## src/rtl/mem_store_ctrl_pkg.sv

```systemverilog
// Shared definitions for the store-side memory controller: opcode constants,
// store-type codes, the controller state enum and the store-type decoder.
package mem_pkg;

   localparam logic [5:0] OPCSB    = 6'h28;
   localparam logic [5:0] OPCSH    = 6'h29;
   localparam logic [5:0] OPCSW    = 6'h2B;
   localparam logic [5:0] OPCDUMMY = 6'h3F;

   localparam logic [1:0] STORE_TYPE_NONE = 2'd0;
   localparam logic [1:0] STORE_TYPE_SB   = 2'd1;
   localparam logic [1:0] STORE_TYPE_SH   = 2'd2;
   localparam logic [1:0] STORE_TYPE_SW   = 2'd3;

   typedef enum logic [2:0] {
      S_IDLE  = 3'd0,
      S_READ  = 3'd1,
      S_WRITE = 3'd2,
      S_DONE  = 3'd3,
      S_EXC   = 3'd4
   } state_e;

   // OPCDUMMY defers to the store type resolved by pipeline control.
   function automatic logic [1:0] decode_store_type(input logic [5:0] opcode,
                                                    input logic [1:0] type_f);
      logic [1:0] st;
      case (opcode)
         OPCSW:    st = STORE_TYPE_SW;
         OPCSH:    st = STORE_TYPE_SH;
         OPCSB:    st = STORE_TYPE_SB;
         OPCDUMMY: st = type_f;
         default:  st = STORE_TYPE_NONE;
      endcase
      return st;
   endfunction

endpackage

```

## src/rtl/mem_store_ctrl_if.sv

```systemverilog
// Request and memory-bus signals of the store controller. Handshake: a request is
// taken when iStart is high in IDLE; a memory strobe stays high until iMemAck.
interface mem_store_if;
   import mem_pkg::*;

   logic        iStart;
   logic [5:0]  iOpcode;
   logic [1:0]  iStoreTypeF;
   logic [31:0] iAddress;
   logic [31:0] iData;
   logic        oBusy;
   logic        oDone;
   logic        oException;
   logic [31:0] oMemAddr;
   logic [31:0] oMemWData;
   logic [3:0]  oMemByteEn;
   logic        oMemWrite;
   logic        oMemRead;
   logic [31:0] iMemRData;
   logic        iMemAck;
   state_e      oDbgState;

   modport slave (
      input  iStart, iOpcode, iStoreTypeF, iAddress, iData, iMemRData, iMemAck,
      output oBusy, oDone, oException, oMemAddr, oMemWData, oMemByteEn,
             oMemWrite, oMemRead, oDbgState
   );

   modport master (
      output iStart, iOpcode, iStoreTypeF, iAddress, iData, iMemRData, iMemAck,
      input  oBusy, oDone, oException, oMemAddr, oMemWData, oMemByteEn,
             oMemWrite, oMemRead, oDbgState
   );

endinterface

```

## src/rtl/mem_store_ctrl_align.sv

```systemverilog
// store_align: combinational lane steering, byte-enable generation, alignment
// check and read-modify-write byte merge for 32-bit stores.
module store_align
   import mem_pkg::*;
(
   input  logic [1:0]  store_type_i,
   input  logic [1:0]  addr_lo_i,
   input  logic [31:0] data_i,
   output logic [31:0] wdata_o,
   output logic [3:0]  ben_o,
   output logic        misalign_o,
   input  logic [31:0] old_i,
   input  logic [31:0] new_i,
   input  logic [3:0]  merge_ben_i,
   output logic [31:0] merged_o
);

   always_comb begin
      wdata_o    = '0;
      ben_o      = '0;
      misalign_o = 1'b0;
      case (store_type_i)
         STORE_TYPE_SB: begin
            wdata_o = {4{data_i[7:0]}};
            ben_o   = 4'b0001 << addr_lo_i;
         end
         STORE_TYPE_SH: begin
            wdata_o    = {2{data_i[15:0]}};
            ben_o      = addr_lo_i[1] ? 4'b1100 : 4'b0011;
            misalign_o = addr_lo_i[0];
         end
         STORE_TYPE_SW: begin
            wdata_o    = data_i;
            ben_o      = 4'b1111;
            misalign_o = |addr_lo_i;
         end
         default: ;
      endcase
   end

   // Enabled lanes take the new store data, the rest keep the word read back.
   always_comb begin
      merged_o = old_i;
      for (int b = 0; b < 4; b++) begin
         if (merge_ben_i[b]) merged_o[8*b +: 8] = new_i[8*b +: 8];
      end
   end

endmodule

```

## src/rtl/mem_store_ctrl.sv

```systemverilog
// Store-side memory controller: SW/SH/SB write path with alignment exceptions.
// Define MEMSTORE_RMW_EN to build the READ->WRITE merge for memories without byte enables.
module mem_store_ctrl
   import mem_pkg::*;
(
   input  logic      iCLK,
   input  logic      iRST_n,
   mem_store_if.slave bus
);

   state_e      state_q, state_d;
   logic [29:0] addr_q, addr_d;
   logic [31:0] wdata_q, wdata_d;
   logic [3:0]  ben_q, ben_d;
   logic        write_q, write_d;
   logic        read_q, read_d;
   logic        done_q, done_d;
   logic        exc_q, exc_d;
   logic        busy_q, busy_d;

   logic [1:0]  req_type;
   logic [31:0] al_wdata;
   logic [3:0]  al_ben;
   logic        al_misalign;
   logic [31:0] rmw_merged;

   assign req_type = decode_store_type(bus.iOpcode, bus.iStoreTypeF);

   store_align u_align (
      .store_type_i (req_type),
      .addr_lo_i    (bus.iAddress[1:0]),
      .data_i       (bus.iData),
      .wdata_o      (al_wdata),
      .ben_o        (al_ben),
      .misalign_o   (al_misalign),
      .old_i        (bus.iMemRData),
      .new_i        (wdata_q),
      .merge_ben_i  (ben_q),
      .merged_o     (rmw_merged)
   );

`ifndef MEMSTORE_RMW_EN
   logic unused_rmw;
   assign unused_rmw = ^{rmw_merged, read_q};
`endif

   always_comb begin
      state_d = state_q;
      addr_d  = addr_q;
      wdata_d = wdata_q;
      ben_d   = ben_q;
      write_d = 1'b0;
      read_d  = 1'b0;
      done_d  = 1'b0;
      exc_d   = 1'b0;
      case (state_q)
         S_IDLE: begin
            if (bus.iStart) begin
               addr_d  = bus.iAddress[31:2];
               wdata_d = al_wdata;
               ben_d   = al_ben;
               if (al_misalign) begin
                  state_d = S_EXC;
                  done_d  = 1'b1;
                  exc_d   = 1'b1;
               end else if (req_type == STORE_TYPE_NONE) begin
                  state_d = S_DONE;
                  done_d  = 1'b1;
`ifdef MEMSTORE_RMW_EN
               end else if (req_type != STORE_TYPE_SW) begin
                  state_d = S_READ;
                  read_d  = 1'b1;
`endif
               end else begin
                  state_d = S_WRITE;
                  write_d = 1'b1;
               end
            end
         end
`ifdef MEMSTORE_RMW_EN
         S_READ: begin
            if (bus.iMemAck) begin
               // The merged word is written whole, so every lane is enabled.
               wdata_d = rmw_merged;
               ben_d   = 4'b1111;
               write_d = 1'b1;
               state_d = S_WRITE;
            end else begin
               read_d = 1'b1;
            end
         end
`endif
         S_WRITE: begin
            if (bus.iMemAck) begin
               state_d = S_DONE;
               done_d  = 1'b1;
            end else begin
               write_d = 1'b1;
            end
         end
         S_DONE, S_EXC: state_d = S_IDLE;
         default:       state_d = S_IDLE;
      endcase
      busy_d = (state_d != S_IDLE);
   end

   always_ff @(posedge iCLK or negedge iRST_n) begin
      if (!iRST_n) begin
         state_q <= S_IDLE;
         addr_q  <= '0;
         wdata_q <= '0;
         ben_q   <= '0;
         write_q <= 1'b0;
         read_q  <= 1'b0;
         done_q  <= 1'b0;
         exc_q   <= 1'b0;
         busy_q  <= 1'b0;
      end else begin
         state_q <= state_d;
         addr_q  <= addr_d;
         wdata_q <= wdata_d;
         ben_q   <= ben_d;
         write_q <= write_d;
         read_q  <= read_d;
         done_q  <= done_d;
         exc_q   <= exc_d;
         busy_q  <= busy_d;
      end
   end

   assign bus.oBusy      = busy_q;
   assign bus.oDone      = done_q;
   assign bus.oException = exc_q;
   assign bus.oMemAddr   = {addr_q, 2'b00};
   assign bus.oMemWData  = wdata_q;
   assign bus.oMemByteEn = ben_q;
   assign bus.oMemWrite  = write_q;
`ifdef MEMSTORE_RMW_EN
   assign bus.oMemRead   = read_q;
`else
   assign bus.oMemRead   = 1'b0;
`endif
   assign bus.oDbgState  = state_q;

endmodule
```

## src/flat_wrapper.sv

```systemverilog
// flat-port wrapper written by rule: the top's interface ports become plain ports
module mem_store_ctrl_flat import mem_pkg::*;
  (iCLK, iRST_n, bus_iStart, bus_iOpcode, bus_iStoreTypeF, bus_iAddress, bus_iData, bus_iMemRData, bus_iMemAck, bus_oBusy, bus_oDone, bus_oException, bus_oMemAddr, bus_oMemWData, bus_oMemByteEn, bus_oMemWrite, bus_oMemRead, bus_oDbgState);
  mem_store_if bus_i ();
  input  logic iCLK;
  input  logic iRST_n;
  input wire logic [$bits(bus_i.iStart)-1:0] bus_iStart;
  input wire logic [$bits(bus_i.iOpcode)-1:0] bus_iOpcode;
  input wire logic [$bits(bus_i.iStoreTypeF)-1:0] bus_iStoreTypeF;
  input wire logic [$bits(bus_i.iAddress)-1:0] bus_iAddress;
  input wire logic [$bits(bus_i.iData)-1:0] bus_iData;
  input wire logic [$bits(bus_i.iMemRData)-1:0] bus_iMemRData;
  input wire logic [$bits(bus_i.iMemAck)-1:0] bus_iMemAck;
  output wire logic [$bits(bus_i.oBusy)-1:0] bus_oBusy;
  output wire logic [$bits(bus_i.oDone)-1:0] bus_oDone;
  output wire logic [$bits(bus_i.oException)-1:0] bus_oException;
  output wire logic [$bits(bus_i.oMemAddr)-1:0] bus_oMemAddr;
  output wire logic [$bits(bus_i.oMemWData)-1:0] bus_oMemWData;
  output wire logic [$bits(bus_i.oMemByteEn)-1:0] bus_oMemByteEn;
  output wire logic [$bits(bus_i.oMemWrite)-1:0] bus_oMemWrite;
  output wire logic [$bits(bus_i.oMemRead)-1:0] bus_oMemRead;
  output wire logic [$bits(bus_i.oDbgState)-1:0] bus_oDbgState;
  assign bus_i.iStart = bus_iStart;
  assign bus_i.iOpcode = bus_iOpcode;
  assign bus_i.iStoreTypeF = bus_iStoreTypeF;
  assign bus_i.iAddress = bus_iAddress;
  assign bus_i.iData = bus_iData;
  assign bus_i.iMemRData = bus_iMemRData;
  assign bus_i.iMemAck = bus_iMemAck;
  assign bus_oBusy = bus_i.oBusy;
  assign bus_oDone = bus_i.oDone;
  assign bus_oException = bus_i.oException;
  assign bus_oMemAddr = bus_i.oMemAddr;
  assign bus_oMemWData = bus_i.oMemWData;
  assign bus_oMemByteEn = bus_i.oMemByteEn;
  assign bus_oMemWrite = bus_i.oMemWrite;
  assign bus_oMemRead = bus_i.oMemRead;
  assign bus_oDbgState = bus_i.oDbgState;
  mem_store_ctrl u_core (.iCLK(iCLK), .iRST_n(iRST_n), .bus(bus_i));
endmodule
```

## config.mk

```make
export PLATFORM = sky130hd
export DESIGN_NAME = mem_store_ctrl_flat
export DESIGN_NICKNAME = d
export VERILOG_FILES = /design/src/rtl/mem_store_ctrl_pkg.sv /design/src/rtl/mem_store_ctrl_if.sv /design/src/rtl/mem_store_ctrl_align.sv /design/src/rtl/mem_store_ctrl.sv /design/src/flat_wrapper.sv
export SDC_FILE = /design/constraint.sdc
export NUM_CORES = 1
export LEC_CHECK = 0
export ABC_CLOCK_PERIOD_IN_PS = 4100
export BUFFER_PORTS_ARGS = -buffer_cell sky130_fd_sc_hd__buf_2
export CAP_MARGIN = 20
export CORE_ASPECT_RATIO = 0.75
export CORE_MARGIN = 4
export CORE_UTILIZATION = 40
export DETAILED_ROUTE_END_ITERATION = 8
export GPL_TIMING_DRIVEN = 1
export MAX_ROUTING_LAYER = met4
export PLACE_DENSITY = 0.75
export SLEW_MARGIN = 25
export SYNTH_ARGS = -nofsm -noshare
export SYNTH_HDL_FRONTEND = slang
export SYNTH_SLANG_ARGS = --single-unit
```

## constraint.sdc

```tcl
create_clock -name iCLK -period 4.1 [get_ports iCLK]
set_input_delay 0.82 -clock iCLK [delete_from_list [all_inputs] [get_ports iCLK]]
set_output_delay 0.82 -clock iCLK [all_outputs]
set_load 0.02 [all_outputs]
```

Word level (Yosys, flattened, before mapping) --
Index checks and enable logic that the tools add are counted.
Storage, ports and cells: bits of input ports 108, flip-flop bits (word level) 73, logic and storage cells 45, output and inout bits 76
Operators by class: equal/unequal tests 8, muxes and demuxes 23, shift-type cells 1, reductions and logical operators 5
Operators by type and width (number):
- $pmux 32 s3 | 1
- $eq 6x6->1 const B | 4
- $mux 1 | 12
- $pmux 4 s3 | 1
- $mux 3 | 3
- $pmux 2 s4 | 1
- $pmux 1 s2 | 3
- $pmux 3 s2 | 1
- $eq 2x2->1 const B | 2
- $mux 4 | 1
- $shl 1x2->4 const A | 1
- $eq 3x2->1 const B | 1
- $logic_not 3->1 | 1
- $reduce_bool 3->1 | 1
- $eq 2x1->1 const B | 1
- $logic_not 2->1 | 1
- $reduce_and 2->1 | 1
- $reduce_or 2->1 | 1

Logic depth before layout (Yosys ltp) --
word-level depth 8, depth in mapped cells 7, gate-level depth less buffers 5

Cells and area by module --
A second synthesis with hierarchy kept.
Second synthesis, totals: cell total of the unflattened synthesis 447, area total of the unflattened synthesis 3907.5 µm²
Modules (own cells, without submodules):
- mem_store_ctrl | sequential area each 1826.8 µm², times used 1, cells each 319, area an instance 2870.3 µm²
- store_align | sequential area each 0.0 µm², times used 1, cells each 128, area an instance 1037.2 µm²

Worst setup path after synthesis --
No wires, ideal clock.
path kind input-to-reg, start point input port bus_iStoreTypeF[1], end point register u_core.wdata_q[24] (netlist: u_core.bus.oMemWData[24]), path slack 2.091 ns, path buffers 1, data required time 3.977 ns, stages on the path 6, arrival 1.886 ns, cells stage by stage and4_1 -> o21ai_1 -> buf_4 -> mux2_2 -> nand2_1 -> a21oi_1
On the way: longest elaborated chain between the ends 3, elaborated cells between the ends (all ways) 5, classes of those cells 3 x eq/ne; 2 x mux
Ends and longest elaborated chain:
- start: declaration | RTL line flat_wrapper.sv:9 | input wire logic [$bits(bus_i.iStoreTypeF)-1:0] bus_iStoreTypeF;
- $pmux 2 s4 * | RTL line mem_store_ctrl_pkg.sv:27 | case (opcode)
- $eq 2x2->1 / $eq 2x1->1 (equally long branches) | RTL line mem_store_ctrl_align.sv:22 | case (store_type_i)
- $pmux 32 s3 * | RTL line mem_store_ctrl_align.sv:22
- end signal: assignment | RTL line mem_store_ctrl.sv:121 | wdata_q <= wdata_d;
- end: declaration | RTL line mem_store_ctrl.sv:13 | logic [31:0] wdata_q, wdata_d;
Every way passes the cells marked *; elsewhere a longest branch is shown, timed or not. A chain may end at the register's enable or synchronous reset.

Worst setup path after layout --
start point input port bus_iOpcode[0], end point register u_core.wdata_q[16] (netlist: u_core.bus.oMemWData[16])
On the way: longest elaborated chain between the ends 4, elaborated cells between the ends (all ways) 9, classes of those cells 7 x eq/ne; 2 x mux
Ends and longest elaborated chain:
- start: declaration | RTL line flat_wrapper.sv:8 | input wire logic [$bits(bus_i.iOpcode)-1:0] bus_iOpcode;
- $eq 6x6->1 | RTL line mem_store_ctrl_pkg.sv:27
- $pmux 2 s4 * | RTL line mem_store_ctrl_pkg.sv:27
- $eq 2x2->1 / $eq 2x1->1 (equally long branches) | RTL line mem_store_ctrl_align.sv:22
- $pmux 32 s3 * | RTL line mem_store_ctrl_align.sv:22
Marked as above.

==> reports/results.txt <==
The run finished with clean final reports. The number of DRC violations after detailed routing is 0. The initial antenna violation count came out at 0. Core area: 7570 sq um. Combinational logic is responsible for 40.6% of the overall power. The number of enable-type register cells in the synthesized netlist works out to 0. The run gives 2,907 as the number of global-route vias before repair.

The H-tree was split into 3 levels. The tools report the category of the worst setup path launch point as an input pin. CTS saw 73 sinks. In the final timing run, aggregate negative setup slack is 0 ns.

Number of routed nets with antenna violations: 0. The number of input and output port buffers inserted works out to 148. Endpoint arrival time on the critical path: 2.77 ns. TritonCTS built the clock tree. The clock tree buffer depth was 2. The kind of critical path was input pin to register. The final critical path takes up 61.1% of the cycle.

The initial utilization of the core area, before any placement, comes to 42.4%. The tools report the largest net degree at the start of global routing as 74. The routed layout has 2,977 vias.

The worst pin sits at a relative slew slack of 43.0%. Setup violations remaining at the end of the flow were counted as 0. For this design the ratio of total power to cell area is 731 nW/um^2. Net switching is 40.6% of the power. Clock-pin slew was measured on the worst setup and hold paths at 0.08 ns. After detailed routing, the number of vias per cell comes to 5.22. Once the clock tree was built, the resizer swapped 0 gates to a different size. The floorplan step defined a die boundary enclosing 9530 sq um. By instance count, the leading cell after synthesis is sky130_fd_sc_hd__nand2_1.

TritonCTS created 9 clock buffers. Once the clock tree was built, the setup fixing pass inserted 0 buffers. In this run the static leakage power is 2.26 nW. After clock tree synthesis, the flow added hold-fix buffers numbering 0.

The site row count came out at 27. The tools report the number of instances in the synthesized netlist as 321. Sequential cells were found to cover 56.9% of the synthesized design area. Summed over all nets, the half-perimeter wirelength after detailed placement is 6530 um. Timing would allow up to 0.399 GHz. For the first-pass GRT wire length, the log shows 15,100 um. The largest single stage delay on the critical path is 0.67 ns. Dividing the synthesized area by the synthesized cell count gives 9.99 sq um. The floorplan step set the die width to 111 um.

Yosys printed 0 warnings. The run gives 0.338 mV as the worst ir drop on vdd. Ranked by total cell area, the synthesized netlist is headed by sky130_fd_sc_hd__dfrtp_1, sky130_fd_sc_hd__nand2_1, sky130_fd_sc_hd__nor2_1.

The post-route netlist has 39.2% of its cells at a drive strength greater than 1. 184 I/O pins were placed. The switching power is 1.26 mW. Traced cell by cell, the critical path runs through buf_2 -> xnor2_1 -> o2bb2ai_1 -> nand3_1 -> nor3_2 -> a221o_1.

In this run, the clock network consumes 21.9% of the power. The tools report the number of violations reported at the end of detailed-routing iteration 0 as 215. The congestion estimate from routability-driven global placement came to 0.835.

The root buffer cell is sky130_fd_sc_hd__clkbuf_8. The area growth from synthesis to layout is 32.1%. At the worst endpoint, the required time is 4.37 ns.

Once placement finished, the instance area stood at 3990 sq um. sky130_fd_sc_hd__dfrtp_1 takes more of the synthesized area than any other cell. Counting flops with an async set or reset pin after synthesis yields a share of 100%.

Across every metal layer, demand over resource in global routing totals 20.5%. In this run the worst hold path is classified as register to register. The master of the slowest instance on the critical path was sky130_fd_sc_hd__nor3_2.

The final max-slew violation count came out at 0. The leftover overflow at the end of global routing is 0. In this design, the largest share of critical-path delay is due to simple AND/OR/NAND/NOR gates.

Number of antenna cells inserted: 0. Of all nets on the critical path, the largest fanout is 12. The share of total power dissipated in sequential elements is 37.6%. Cell internal power was estimated by the tool at 1.84 mW.

The most used flip-flop cell after synthesis is sky130_fd_sc_hd__dfrtp_1. Yosys mapped the design onto 39 distinct sky130hd cell types. In the final routed layout, each cell accounts on average for 16.2 um.

The logs give 3210 sq um for the mapped cell area and 4 for the length of the first detailed-routing pass in iterations. Height of the die: 85.6 um. For the pin with the worst max-slew slack, the measured transition is 0.854 ns. The final hold violation count is 0, and the worst-case clock skew is 0.0116 ns. The clock reaches the later pin of the worst-skew pair after 0.34 ns. The nature of the critical path endpoint is a register.

In this run the biggest area consumer among cell types represents 56.9% of the synthesized area. Once layout is complete, the utilization of the core stands at 56.0%. Critical path buffer and inverter count: 1. The max capacitance violation total was 0; the post-synthesis sequential element count was 73. The clock period could shrink to 2.50 ns. Counting instances in the post-synthesis netlist gives the leading cell types as sky130_fd_sc_hd__nand2_1, sky130_fd_sc_hd__dfrtp_1, sky130_fd_sc_hd__nor2_1, sky130_fd_sc_hd__a31oi_1.

The layout has 703 filler cells. Setup repair after global routing left no endpoint under its margin. Summed over all layers, the routed wires come to 9260 um.

After the last flow step, the layout net total stands at 572. The run gives 4240 sq um as the area of all placed cells without fillers.
==> tightest hold or removal path: cells and delay by family (launching register included) <==
kind	cells	cell delay, ns
DFF	1	0.34
and+or+nand+nor	2	0.11
==> metal layers <==
layer	track usage, %	part of all wire [%]
met2	29.8	44
met4	4.97	0.41
met1	28.2	46
met5	-	0
met3	6.28	9.6
==> path summary, 6_finish.rpt <==
path / start / endpoint / slack [ns] / depth (start not counted)
setup / recovery: bus_iOpcode[0] / u_core.bus.oMemWData[16]$_DFFE_PN0P_ / 1.60 / 6
hold / removal: u_core.addr_q[11]$_DFFE_PN0P_ / u_core.addr_q[11]$_DFFE_PN0P_ / 0.47 / 2
setup reg to reg: u_core.bus.oDbgState[1]$_DFF_PN0_ / u_core.bus.oMemByteEn[1]$_DFFE_PN0P_ / 2.18 / 4
hold reg to reg: u_core.addr_q[11]$_DFFE_PN0P_ / u_core.addr_q[11]$_DFFE_PN0P_ / 0.47 / 2
max in group asynchronous: iRST_n / u_core.addr_q[7]$_DFFE_PN0P_ / 3.15 / 1
min in group asynchronous: iRST_n / u_core.addr_q[22]$_DFFE_PN0P_ / 0.48 / 1
==> area by class of cell <==
| class | instances | area [sq um] | share of cell area (%) |
|---|---|---|---|
| multi-input combinational | 227 | 1260 | 29.9 |
| tap | 101 | 126 | 2.98 |
| sequential | 73 | 1830 | 43.1 |
| clock inverter | 6 | 114 | 2.69 |
| inverter | 2 | 7.51 | 0.177 |
| clock buffer | 10 | 128 | 3.01 |
| timing repair buffer | 151 | 769 | 18.2 |
==> through the flow <==
step                setup slack [ns]  total power [mW]  instances  hold slack (ns)
finish                          1.60              3.10        570            0.475
global route                    1.46              3.31        570            0.503
CTS                             1.63              3.13        570            0.480
detailed placement              1.26              2.44        554            0.459
global placement                1.29              2.40        554            0.452
floorplan                       2.09              1.97        323            0.524
==> power by group through the flow <==
stage	clock, mW	sequential [mW]	combinational [mW]
2_1_floorplan	0	1.52	0.443
3_3_place_gp	0	1.16	1.24
3_5_place_dp	0	1.17	1.27
6_report	0.677	1.16	1.26
4_1_cts	0.700	1.16	1.27
5_1_grt	0.742	1.21	1.37
==> registers in the layout (all words and copies together), names as in the netlist <==
name,flops
u_core.bus.oDone,1
u_core.bus.oMemWData,32
u_core.bus.oMemByteEn,4
u_core.bus.oBusy,1
u_core.addr_q,30
u_core.bus.oMemWrite,1
u_core.bus.oException,1
u_core.bus.oDbgState,3
==> cell usage in the layout (no fill, tap or decap), types with 2 or more instances in the layout <==
| cell type | Yosys | final |
|---|---|---|
| sky130_fd_sc_hd__a21oi_1 | 9 | 9 |
| sky130_fd_sc_hd__a221o_1 | 8 | 8 |
| sky130_fd_sc_hd__a221oi_1 | 8 | 8 |
| sky130_fd_sc_hd__a22o_1 | 8 | 8 |
| sky130_fd_sc_hd__a31oi_1 | 10 | 10 |
| sky130_fd_sc_hd__buf_2 | 9 | 147 |
| sky130_fd_sc_hd__buf_4 | 5 | 3 |
| sky130_fd_sc_hd__bufinv_16 | 0 | 3 |
| sky130_fd_sc_hd__clkbuf_8 | 0 | 9 |
| sky130_fd_sc_hd__clkinvlp_4 | 0 | 2 |
| sky130_fd_sc_hd__conb_1 | 1 | 3 |
| sky130_fd_sc_hd__dfrtp_1 | 73 | 73 |
| sky130_fd_sc_hd__inv_1 | 2 | 2 |
| sky130_fd_sc_hd__mux2_2 | 8 | 8 |
| sky130_fd_sc_hd__nand2_1 | 100 | 100 |
| sky130_fd_sc_hd__nand3_1 | 5 | 5 |
| sky130_fd_sc_hd__nor2_1 | 29 | 29 |
| sky130_fd_sc_hd__nor2_2 | 3 | 3 |
| sky130_fd_sc_hd__nor2b_1 | 8 | 8 |
| sky130_fd_sc_hd__nor3_1 | 3 | 3 |
| sky130_fd_sc_hd__o21a_1 | 3 | 3 |
| sky130_fd_sc_hd__o21ai_0 | 2 | 2 |
| sky130_fd_sc_hd__o21ai_1 | 2 | 2 |
| sky130_fd_sc_hd__o22a_1 | 2 | 2 |
==> kinds of logic after synthesis <==
logic type,synth area share [%]
other,0.117
DFF,56.9
AOI/OAI and AO/OA,14.7
xor gates and xnor gates,0.780
and+or+nand+nor,20.8
buffers and inverters,3.86
muxes,2.81
No activity file was read; power rests on OpenSTA's default activity.
